## config.mk

```make
export PLATFORM = sky130hd
export DESIGN_NAME = topk_tracker
export DESIGN_NICKNAME = d
export VERILOG_FILES = /design/src/rtl/topk_pkg.sv /design/src/rtl/topk_slot.sv /design/src/rtl/topk_tracker.sv
export SDC_FILE = /design/constraint.sdc
export NUM_CORES = 1
export LEC_CHECK = 0
export BUFFER_PORTS_ARGS = -buffer_cell sky130_fd_sc_hd__buf_2
export CAP_MARGIN = 5
export CORE_ASPECT_RATIO = 0.9
export CORE_MARGIN = 4
export CORE_UTILIZATION = 62
export DETAILED_ROUTE_END_ITERATION = 8
export PLACE_DENSITY = 0.8
export SYNTH_ARGS = -nofsm -noshare
export SYNTH_HDL_FRONTEND = slang
export SYNTH_HIERARCHICAL = 1
export SYNTH_SLANG_ARGS = --single-unit
```

## constraint.sdc

```tcl
create_clock -name clk -period 4 [get_ports clk]
set_input_delay 0.6 -clock clk [delete_from_list [all_inputs] [get_ports clk]]
set_output_delay 0.6 -clock clk [all_outputs]
set_load 0.01 [all_outputs]
```

## src/rtl/topk_pkg.sv

```systemverilog
// Shared types and the ordering predicate for the streaming top-K tracker.
package topk_pkg;

  typedef enum logic {
    MODE_MAX = 1'b0,
    MODE_MIN = 1'b1
  } mode_e;

  localparam int unsigned MaxDataWidth = 64;
  typedef logic [MaxDataWidth-1:0] cmp_t;

  // Callers zero-extend to cmp_t, so the unsigned order of the original width is preserved.
  function automatic logic beats(cmp_t x, cmp_t e, logic occ, mode_e mode);
    if (!occ) begin
      return 1'b1;
    end
    return (mode == MODE_MAX) ? (x > e) : (x < e);
  endfunction

endpackage

```

## src/rtl/topk_slot.sv

```systemverilog
// One position of the sorted list: takes the upper neighbour, the new sample, or holds.
module topk_slot #(
  parameter int unsigned DATA_WIDTH = 32
) (
  input  logic                  clk,
  input  logic                  resetn,
  input  logic                  clear_i,
  input  logic [DATA_WIDTH-1:0] din_i,
  input  logic                  beats_here_i,
  input  logic                  beats_above_i,
  input  logic [DATA_WIDTH-1:0] nb_entry_i,
  input  logic                  nb_occ_i,
  output logic [DATA_WIDTH-1:0] entry_o,
  output logic                  occ_o,
  output logic [DATA_WIDTH-1:0] entry_d_o,
  output logic                  occ_d_o
);

  logic [DATA_WIDTH-1:0] entry_q, entry_d;
  logic                  occ_q, occ_d;

  always_comb begin
    entry_d = entry_q;
    occ_d   = occ_q;
    if (beats_above_i) begin
      // On clear the neighbour's old contents are gone, so only its data shifts in.
      entry_d = nb_entry_i;
      occ_d   = nb_occ_i & ~clear_i;
    end else if (beats_here_i) begin
      entry_d = din_i;
      occ_d   = 1'b1;
    end else if (clear_i) begin
      entry_d = '0;
      occ_d   = 1'b0;
    end
  end

  always_ff @(posedge clk or negedge resetn) begin
    if (!resetn) begin
      entry_q <= '0;
      occ_q   <= 1'b0;
    end else begin
      entry_q <= entry_d;
      occ_q   <= occ_d;
    end
  end

  assign entry_o   = entry_q;
  assign occ_o     = occ_q;
  assign entry_d_o = entry_d;
  assign occ_d_o   = occ_d;

endmodule

```

## src/rtl/topk_tracker.sv

```systemverilog
// Streaming rank tracker: keeps the K most extreme samples sorted and reports one by rank.
module topk_tracker import topk_pkg::*; #(
  parameter int unsigned DATA_WIDTH = 32,
  parameter int unsigned K          = 4,
  parameter int unsigned MODE       = 0
) (
  input  logic                   clk,
  input  logic                   resetn,
  input  logic                   clear,
  input  logic                   din_valid,
  input  logic [DATA_WIDTH-1:0]  din,
  input  logic [$clog2(K)-1:0]   rank_sel,
  output logic [DATA_WIDTH-1:0]  dout,
  output logic                   dout_valid,
  output logic [$clog2(K+1)-1:0] count,
  output logic                   full
);

  localparam int unsigned CountW = $clog2(K + 1);
  localparam mode_e       Mode   = (MODE == 0) ? MODE_MAX : MODE_MIN;

  logic [DATA_WIDTH-1:0] entry_q  [K];
  logic [DATA_WIDTH-1:0] entry_d  [K];
  logic [DATA_WIDTH-1:0] nb_entry [K];
  logic [K-1:0]          occ_q, occ_d, nb_occ, live, beats_vec, above;
  logic                  accept;

  logic [DATA_WIDTH-1:0] dout_q, dout_d;
  logic                  dout_valid_q, dout_valid_d;
  logic [CountW-1:0]     count_q, count_d;
  logic                  full_q, full_d;

  always_comb begin
    live     = occ_q & ~{K{clear}};
    above    = '0;
    nb_occ   = '0;
    nb_entry = '{default: '0};
    for (int i = 0; i < K; i++) begin
      beats_vec[i] = din_valid & beats(cmp_t'(din), cmp_t'(entry_q[i]), live[i], Mode);
    end
    // Slot 0 has no neighbour above; it is never "beaten from above".
    for (int i = 1; i < K; i++) begin
      above[i]    = above[i-1] | beats_vec[i-1];
      nb_entry[i] = entry_q[i-1];
      nb_occ[i]   = occ_q[i-1];
    end
    accept = |beats_vec;
  end

  for (genvar g = 0; g < K; g++) begin : gen_slot
    topk_slot #(
      .DATA_WIDTH(DATA_WIDTH)
    ) u_slot (
      .clk          (clk),
      .resetn       (resetn),
      .clear_i      (clear),
      .din_i        (din),
      .beats_here_i (beats_vec[g]),
      .beats_above_i(above[g]),
      .nb_entry_i   (nb_entry[g]),
      .nb_occ_i     (nb_occ[g]),
      .entry_o      (entry_q[g]),
      .occ_o        (occ_q[g]),
      .entry_d_o    (entry_d[g]),
      .occ_d_o      (occ_d[g])
    );
  end

  always_comb begin
    if (clear) begin
      count_d = CountW'(din_valid);
    end else if (accept && (count_q != CountW'(K))) begin
      count_d = count_q + CountW'(1);
    end else begin
      count_d = count_q;
    end
    full_d = (count_d == CountW'(K));

    dout_d       = '0;
    dout_valid_d = 1'b0;
    if ((32'(rank_sel) < K) && occ_d[rank_sel]) begin
      dout_d       = entry_d[rank_sel];
      dout_valid_d = 1'b1;
    end
  end

  always_ff @(posedge clk or negedge resetn) begin
    if (!resetn) begin
      dout_q       <= '0;
      dout_valid_q <= 1'b0;
      count_q      <= '0;
      full_q       <= 1'b0;
    end else begin
      dout_q       <= dout_d;
      dout_valid_q <= dout_valid_d;
      count_q      <= count_d;
      full_q       <= full_d;
    end
  end

  assign dout       = dout_q;
  assign dout_valid = dout_valid_q;
  assign count      = count_q;
  assign full       = full_q;

endmodule

```

# After elaboration in Yosys (flattened, before gate mapping)
# Cells that the tools add are included.
[word_totals]
ramBits = 0
inputBits = 38
latchBits = 0
n_memories = 0
out_inout_bits = 37
romBits = 0
wordCells = 71
register_bits = 169
[op_classes]
n_bitwise = 13
shifts = 0
muxes = 35
mul = 0
eq_ne = 2
n_addsub = 1
reduce_logical = 2
div_mod_pow = 0
magnitude_cmp = 6
[op_table]
columns = ["op", "n"]
rows = [
  ["$mux 32", 14],
  ["$gt 32x32->1", 4],
  ["$bmux 32 s2", 1],
  ["$mux 1", 17],
  ["$and 1x1->1", 7],
  ["$mux 3", 2],
  ["$and 4x4->4", 1],
  ["$not 4->4", 1],
  ["$reduce_or 4->1", 1],
  ["$add 3x1->3 const B", 1],
  ["$eq 3x3->1 const B", 1],
  ["$ge 3x3->1 const B", 1],
  ["$lt 2x3->1 const B", 1],
  ["$ne 3x3->1 const B", 1],
  ["$not 2->3", 1],
  ["$bmux 1 s2", 1],
  ["$or 1x1->1", 2],
  ["$logic_and 1x1->1", 1],
  ["$not 1->1", 1],
]

# Depth between registers and ports, before layout
# Gate-level depths: netlist of the first run.
[depth]
ltp_word = 11
ltp_mapped = 17
mapped_depth_nobuf = 14

# Cells and area by module
# The synthesis of the first run kept the hierarchy.
[by_module_without_submodules]
columns = ["module", "seq_area_each_um2", "area_each_um2", "cells_each", "instances"]
rows = [
  ["topk_slot", 825.8, 1717.9, 148, 4],
  ["topk_tracker", 925.9, 5395.2, 601, 1],
]

# Worst setup path before layout of the first run
# No wires, ideal clock.
[synth_timing]
path_type = "input-to-reg"
startpoint = "input din[7]"
endpoint = "register dout_q[10] (netlist: dout[10])"
path_stages = 15
path_slack_ns = 0.249
n_path_buf = 3
setup_time_ns = 0.132
arrival_time_ns = 3.619
required_ns = 3.868
path_cell_list = "ha_1 a41oi_2 o21ai_1 a221o_1 o311a_1 o211ai_4 inv_1 buf_6 buf_4 a21oi_1 o21ai_0 mux2_2 o21ai_0 clkbuf_1 nor2b_1"
[synth_via]
word_cells_on_any_way = 34
classes_between = "4 x order compare; 24 x mux; 6 x bitwise"
[synth_lines]
columns = ["element", "line", "rtl"]
rows = [
  ["start, declared", "topk_tracker.sv:11", "input logic [DATA_WIDTH-1:0] din,"],
  ["$gt 32x32->1", "topk_pkg.sv:17", "return (mode == MODE_MAX) ? (x > e) : (x < e);"],
  ["$mux 1", "topk_pkg.sv:17", ""],
  ["$and 1x1->1", "topk_tracker.sv:39", "beats_vec[i] = din_valid & beats(cmp_t'(din), cmp_t'(entry_q[i]), live[i], Mode);"],
  ["named net beats_vec[2]", "topk_tracker.sv:25", "logic [K-1:0] occ_q, occ_d, nb_occ, live, beats_vec, above;"],
  ["$mux 1", "topk_slot.sv:29", "end else if (beats_here_i) begin"],
  ["$mux 1", "topk_slot.sv:25", "if (beats_above_i) begin"],
  ["named net occ_d[2]", "topk_tracker.sv:25", ""],
  ["$bmux 1 s2", "topk_tracker.sv:81", "if ((32'(rank_sel) < K) && occ_d[rank_sel]) begin"],
  ["$mux 1 (implied by the code)", "topk_tracker.sv:81", ""],
  ["$mux 32", "topk_tracker.sv:81", ""],
  ["named net dout_d[10]", "topk_tracker.sv:28", "logic [DATA_WIDTH-1:0] dout_q, dout_d;"],
  ["end signal, assigned", "topk_tracker.sv:94", "dout_q <= dout_d;"],
  ["end, declared", "topk_tracker.sv:28", ""],
]
# The timed path passes the listed nets, and every way through them passes these cells. The select of a mux whose other input is x is not followed.

==> results of run 1 <==
## metrics by stage
step	hold WS, ps	utilization (%)	power, W	std cells	worst slack (ps)
floorplan	304	-	0.00341	1228	249
global placement	481	69.8	0.00401	1575	5.78
detailed placement	482	69.8	0.00408	1575	-94.1
CTS	23.0	72.6	0.00567	1606	190
global route	27.6	72.6	0.00601	1606	5.55
finish	15.8	72.6	0.00570	1606	151
## layout make-up
class,count,area [um2]
clock inverters,11,87.6
repair buffers,164,1210
inverters,267,1000
multi-input cells,725,6730
well taps,250,313
fillers,1419,5300
flip-flops and latches,169,4230
clock buffers,20,457
## worst max-delay path, delay by kind of cell, from the launching register on
kind | cells | cell delay, ps
adder cells (fa/ha/maj) | 1 | 310
multiplexers | 1 | 450
flip-flops | 1 | 430
AO/OA/AOI/OAI | 5 | 1070
AND/OR/NAND/NOR | 4 | 940
buffers and inverters | 3 | 500
## path summary, 6_finish.rpt
kind                       cells past startpoint                        endpoint
hold reg to reg                                2  gen_slot[1].u_slot/entry_o[30]
max in group asynchronous                      2  gen_slot[0].u_slot/entry_o[27]
hold / removal                                 1                         dout[9]
min in group clk                               2                        count[1]
setup / recovery                              14                        dout[14]
setup reg to reg                              14                        dout[14]
## layer usage
metal	track usage (%)	vias to the layer above	wire, um
met1	41.1	4973	14200
met3	8.30	99	2760
li1	-	4568	-
met2	50.1	418	15900
met5	0	-	8
met4	11.9	2	1190
## report_power, final
part	internal [W]	switching, W	total [W]
Combinational	0.000804	0.00109	0.00190
Sequential	0.00198	0.000238	0.00222
Clock	0.000832	0.000746	0.00158
## cells in the mapped netlist (2+ instances only)
| master | number |
|---|---|
| nor2_8 | 4 |
| buf_6 | 16 |
| nand3_1 | 23 |
| dfrtp_1 | 169 |
| a211oi_1 | 4 |
| a2111oi_0 | 2 |
| nor4_1 | 2 |
| nor4_2 | 2 |
| o311a_1 | 2 |
| a21oi_1 | 180 |
| a41oi_2 | 3 |
| o21ai_1 | 3 |
| o211ai_1 | 4 |
| nand2b_1 | 4 |
| o21ai_0 | 12 |
| inv_1 | 267 |
| a21boi_0 | 2 |
| clkbuf_1 | 8 |
| buf_1 | 2 |
| a211o_1 | 3 |
| nor2b_1 | 37 |
| nor3_1 | 5 |
| mux4_2 | 32 |
| a221oi_2 | 120 |
| mux2i_1 | 2 |
| nor2_1 | 15 |
| buf_4 | 16 |
| a221oi_1 | 8 |
| a221o_1 | 4 |
| a21boi_1 | 3 |
| a21o_1 | 12 |
| o211ai_4 | 2 |
| buf_2 | 25 |
| nand2_1 | 30 |
| ha_1 | 130 |
| nand4_1 | 28 |
## layout by cell type, fill, tap and decap left out, drive strengths merged, types with 7 or more instances in the layout
| cell type | instances |
|---|---|
| a21o | 12 |
| o211ai | 7 |
| mux4 | 32 |
| clkbuf | 20 |
| nand4 | 28 |
| a21oi | 180 |
| nor2b | 37 |
| ha | 130 |
| nand2 | 30 |
| inv | 271 |
| conb | 36 |
| buf | 164 |
| nand3 | 23 |
| o21ai | 15 |
| nor2 | 19 |
| dfrtp | 169 |
| a221oi | 128 |
## flip-flops by register name, summed over array words and instances (netlist names)
register,count
dout_valid,1
count,3
gen_slot.u_slot/entry_o,128
gen_slot.u_slot/occ_o,4
dout,32
full,1
## logic make-up after synthesis
group / synth area share (%)
AND/OR/NAND/NOR: 7.11
AO/OA/AOI/OAI: 26.9
multiplexers: 6.25
XOR/XNOR: 0.0714
other: 0.0306
flip-flops: 34.5
buffers and inverters: 11.9
adder cells (fa/ha/maj): 13.3
==> run_results.csv, run 1 <==
group,metric,value,unit
die,rows,48,
route,wl_per_cell,21.2,um
route,wirelength,34000,um
place,place_area,13500,um2
global_routing,grt_overflow,0,
synthesis,synth_edf_count,0,
synthesis,ys_seq_area_share,34.5,%
route,via_per_inst,6.26,
synthesis,synth.top_cell.area_share,34.5,%
die,die_h,141,um
worst_setup_path,slowest_stage,"nor4_2",
timing,period_minus_slack,3850,ps
clock_network,clk_pin_slew,70,ps
global_routing,track_usage,31.3,%
synthesis,synth_async_sr_flop_share,100,%
synthesis,ys_ff_latch,169,
final_layout,antenna_cells,0,
run_status,status,"complete, no violations",
clock_network,cts.sinks,169,
power,power_density,406,nW/um2
final_layout,final_area,14000,um2
place,io_buffers,74,
synthesis,yosysWarningCount,6,
worst_hold_path,min_path_type,"in -> async",
global_routing,grt_max_degree,97,
synthesis,synthTopCellsByArea,"dfrtp_1 34%, a221oi_2 15%, ha_1 13%, inv_1 8.2%, a21oi_1 7.3%",
die,core_area,19300,um2
die,dieArea,22100,um2
place,dp_hpwl,23800,um
timing,hold_viol,0,
clock_network,ctsResizeCount,0,
clock_network,cts_tree,"built",
worst_setup_path,required,4330,ps
timing,max_freq,0.260,GHz
route,drc,0,
clock_network,cts_buffers,17,
synthesis,avgSynthCellArea,10.3,um2
die,ios,75,
final_layout,drive_gt1_share,27.1,%
worst_setup_path,crit_arrival,4180,ps
worst_setup_path,cp-end-kind,"flip-flop",
clock_network,clockBufferDepth,2,
clock_network,ctsHoldBuffers,0,
power,p_leak,6.98,nW
die,start_util,63.4,%
worst_setup_path,crit_start,"gen_slot[0].u_slot/entry_o[14]",
global_routing,antenna_found_initial,1,
timing,worst_pin_slew,845,ps
timing,slew_headroom,43.7,%
global_routing,grt_pass1_wl,54700,um
route,vias,10060,
timing,setup-violations-final,0,
synthesis,synthDistinctLibCells,48,
timing,rsz0062_at_grt,"false",
run,drv_cap,0,
clock_network,clk_latency,440,ps
worst_setup_path,reg2reg_from,"gen_slot[0].u_slot/entry_o[14]",
timing,tns,0,ps
worst_setup_path,crit_fanout,16,
global_routing,grt_pass1_vias,10463,
route,drt_iter0_drc,915,
worst_setup_path,rrSetupSlack,150,ps
timing,fin_skew,9.61,ps
final_layout,area_delta_synth_final,14.4,%
timing,finalCritPeriodShare,96.2,%
power,vdd_drop_max,0.000284,V
place,gp_congestion,0.925,
synthesis,netlist_instances,1193,
synthesis,netlist_area,12300,um2
worst_setup_path,cp-start-kind,"flip-flop",
synthesis,synth_area_leader_cell,"dfrtp_1",
route,antenna_left,0,
final_layout,final_nets,1512,
clock_network,cts-root-buf,"clkbuf_16",
clock_network,cts_setup_buffers,0,
clock_network,ctsHtreeMaxLevel,4,
synthesis,synth_flop_cell,"dfrtp_1",
worst_setup_path,path_cells,"inv_1 > ha_1 > nand4_1 > nor4_2 > a21boi_1 > o311ai_1 > a21o_1 > inv_4 > nor2_8 > buf_12 > a221oi_2 > a21oi_1 > mux4_2 > nor2b_1",
die,die_w,156,um
worst_setup_path,path_class,"reg -> reg",
timing,slew_violations,0,
route,firstDrtPassIters,5,
worst_setup_path,slowest_delay,520,ps
Note: power is estimated with default switching activity, not from simulation.
==> run 2, diff against run 1 <==
--- a/config.mk
+++ b/config.mk
@@ -11,7 +11,7 @@
 export CORE_MARGIN = 4
 export CORE_UTILIZATION = 62
 export DETAILED_ROUTE_END_ITERATION = 8
-export PLACE_DENSITY = 0.8
+export PLACE_DENSITY_LB_ADDON = 0.25
 export SYNTH_ARGS = -nofsm -noshare
 export SYNTH_HDL_FRONTEND = slang
 export SYNTH_HIERARCHICAL = 1
==> run 2 against run 1 <==
Against the previous run: sequential power is essentially flat; combinational power fell by 2%; register-to-register slack gained 80 ps; hold slack better by 200 ps; clock skew is 0.83 ps lower; flip-flop and latch count stayed put; cell count decreased by 0.93%; worst setup slack improved by 77 ps; critical path type unchanged; largest cell class unchanged; highest routed layer is now met4.
==> run_results.csv, run 2 (same netlist as run 1, synthesis figures left out) <==
group,metric,value,unit
final_layout,antenna_cells,0,
timing,fin_skew,8.78,ps
worst_setup_path,slowest_stage,"nor2_8",
global_routing,grt_overflow,0,
final_layout,fillers,1415,
timing,worst_pin_slew,862,ps
route,wirelength,33200,um
global_routing,grt_max_degree,85,
run_status,status,"complete, no violations",
timing,max_freq,0.265,GHz
clock_network,cts_buffers,17,
worst_setup_path,slowest_delay,670,ps
clock_network,clockBufferDepth,2,
clock_network,cts_setup_buffers,0,
route,firstDrtPassIters,5,
worst_setup_path,path_cells,"inv_1 > ha_1 > a41oi_2 > o21ai_1 > a221o_1 > o311a_1 > o211ai_4 > inv_2 > nor2_8 > a221oi_1 > a21oi_1 > mux4_2 > nor2b_1",
timing,fin_ws,228,ps
final_layout,layout.cells.non_filler,1591,
timing,rsz0062_at_grt,"false",
place,dp.cells,1559,
power,vdd_drop_max,0.000235,V
die,dieArea,22100,um2
power,power_density,409,nW/um2
worst_setup_path,cp-end-kind,"flip-flop",
clock_network,cts.sinks,169,
global_routing,grt_pass1_wl,54600,um
place,gp_congestion,0.956,
worst_hold_path,min_path_type,"in -> async",
timing,slew_violations,0,
clock_network,ctsHtreeMaxLevel,4,
place,post-place-ws,-49.8,ps
clock_network,cts_tree,"built",
worst_setup_path,crit_fanout,32,
worst_setup_path,rrSetupSlack,230,ps
die,core_area,19300,um2
place,dp_hpwl,23600,um
route,wl_per_cell,20.9,um
place,io_buffers,74,
global_routing,antenna_found_initial,0,
die,start_util,63.4,%
final_layout,largest_reg_flops,128,
global_routing,track_usage,31.2,%
clock_network,clk_pin_slew,70,ps
final_layout,layout_commonest_cell,"inv_1",
worst_setup_path,worstRegToRegCells,13,
timing,slew_headroom,42.5,%
die,die_w,156,um
final_layout,final_nets,1496,
die,die_h,141,um
clock_network,clk_latency,440,ps
timing,hold_ws,211,ps
final_layout,seq_area,4230,um2
final_layout,fin_util,72.7,%
global_routing,grt_pass1_vias,10049,
power,p_leak,6.95,nW
worst_setup_path,required,4360,ps
run,drv_cap,0,
clock_network,cts-root-buf,"clkbuf_16",
worst_setup_path,crit_arrival,4130,ps
route,vias,9835,
timing,setup-violations-final,0,
timing,hold_viol,0,
die,ios,75,
route,drt_iter0_drc,895,
timing,finalCritPeriodShare,94.3,%
worst_setup_path,cp-start-kind,"flip-flop",
route,via_per_inst,6.18,
final_layout,drive_gt1_share,26.4,%
final_layout,final_cell_mix,"263 x inv_1, 180 x a21oi_1, 169 x dfrtp_1",
final_layout,area_delta_synth_final,14.6,%
route,drc,0,
worst_setup_path,path_class,"reg -> reg",
final_layout,multiInputGateArea,6740,um2
route,antenna_left,0,
die,rows,48,
timing,period_minus_slack,3770,ps
[run 2: worst paths after layout]
check	from	end
min in group clk	clear	count[1]
worst max-delay path	gen_slot[2].u_slot/entry_o[7]	dout[31]
worst max register to register	gen_slot[2].u_slot/entry_o[7]	dout[31]
max in group asynchronous	resetn	gen_slot[0].u_slot/entry_o[28]
worst min register to register	gen_slot[0].u_slot/entry_o[31]	gen_slot[1].u_slot/entry_o[31]
worst min-delay path	resetn	dout[8]
[run 2: per-stage QoR]
stage	setup TNS [ps]	power, W	cell area, um2
after floorplan	0	0.00341	12400
after global placement	0	0.00401	13500
after detailed placement	-417	0.00407	13500
after CTS	0	0.00573	14100
after global routing	0	0.00609	14100
final	0	0.00575	14100
[run 2: report_power, final]
| part | switching (W) | total (W) | internal [W] |
|---|---|---|---|
| logic | 0.00107 | 0.00186 | 0.000789 |
| registers | 0.000243 | 0.00223 | 0.00198 |
| clock network | 0.000747 | 0.00166 | 0.000917 |
[run 2: layout make-up]
cell class	count	share of cell area, %
inverters	267	7.15
clock buffers	21	3.35
well taps	250	2.22
flip-flops and latches	169	30.1
repair buffers	148	8.50
multi-input cells	725	47.9
clock inverters	11	0.792
[run 2: worst max-delay path, delay by kind of cell (launching register included)]
kind / cells / cell delay (ps)
AOI/OAI and AO/OA: 7 / 1710
and+or+nand+nor: 2 / 800
DFF: 1 / 410
adders and majority gates: 1 / 310
muxes: 1 / 270
buffers and inverters: 2 / 180
[run 2: metal layers]
metal | GRT usage, % | routed length [um] | vias to the layer above | share of wire, %
met4 | 8.26 | 754 | 0 | 2.3
met5 | 0 | 0 | - | 0
met2 | 48.3 | 15100 | 426 | 46
met1 | 44.7 | 14500 | 4799 | 44
li1 | - | - | 4544 | -
met3 | 6.92 | 2800 | 66 | 8.5
[run 2: timing repair]
action	4_1_cts	5_1_grt
gates resized for setup	0	1
hold buffers	0	0
endpoints found under the setup margin	0	1
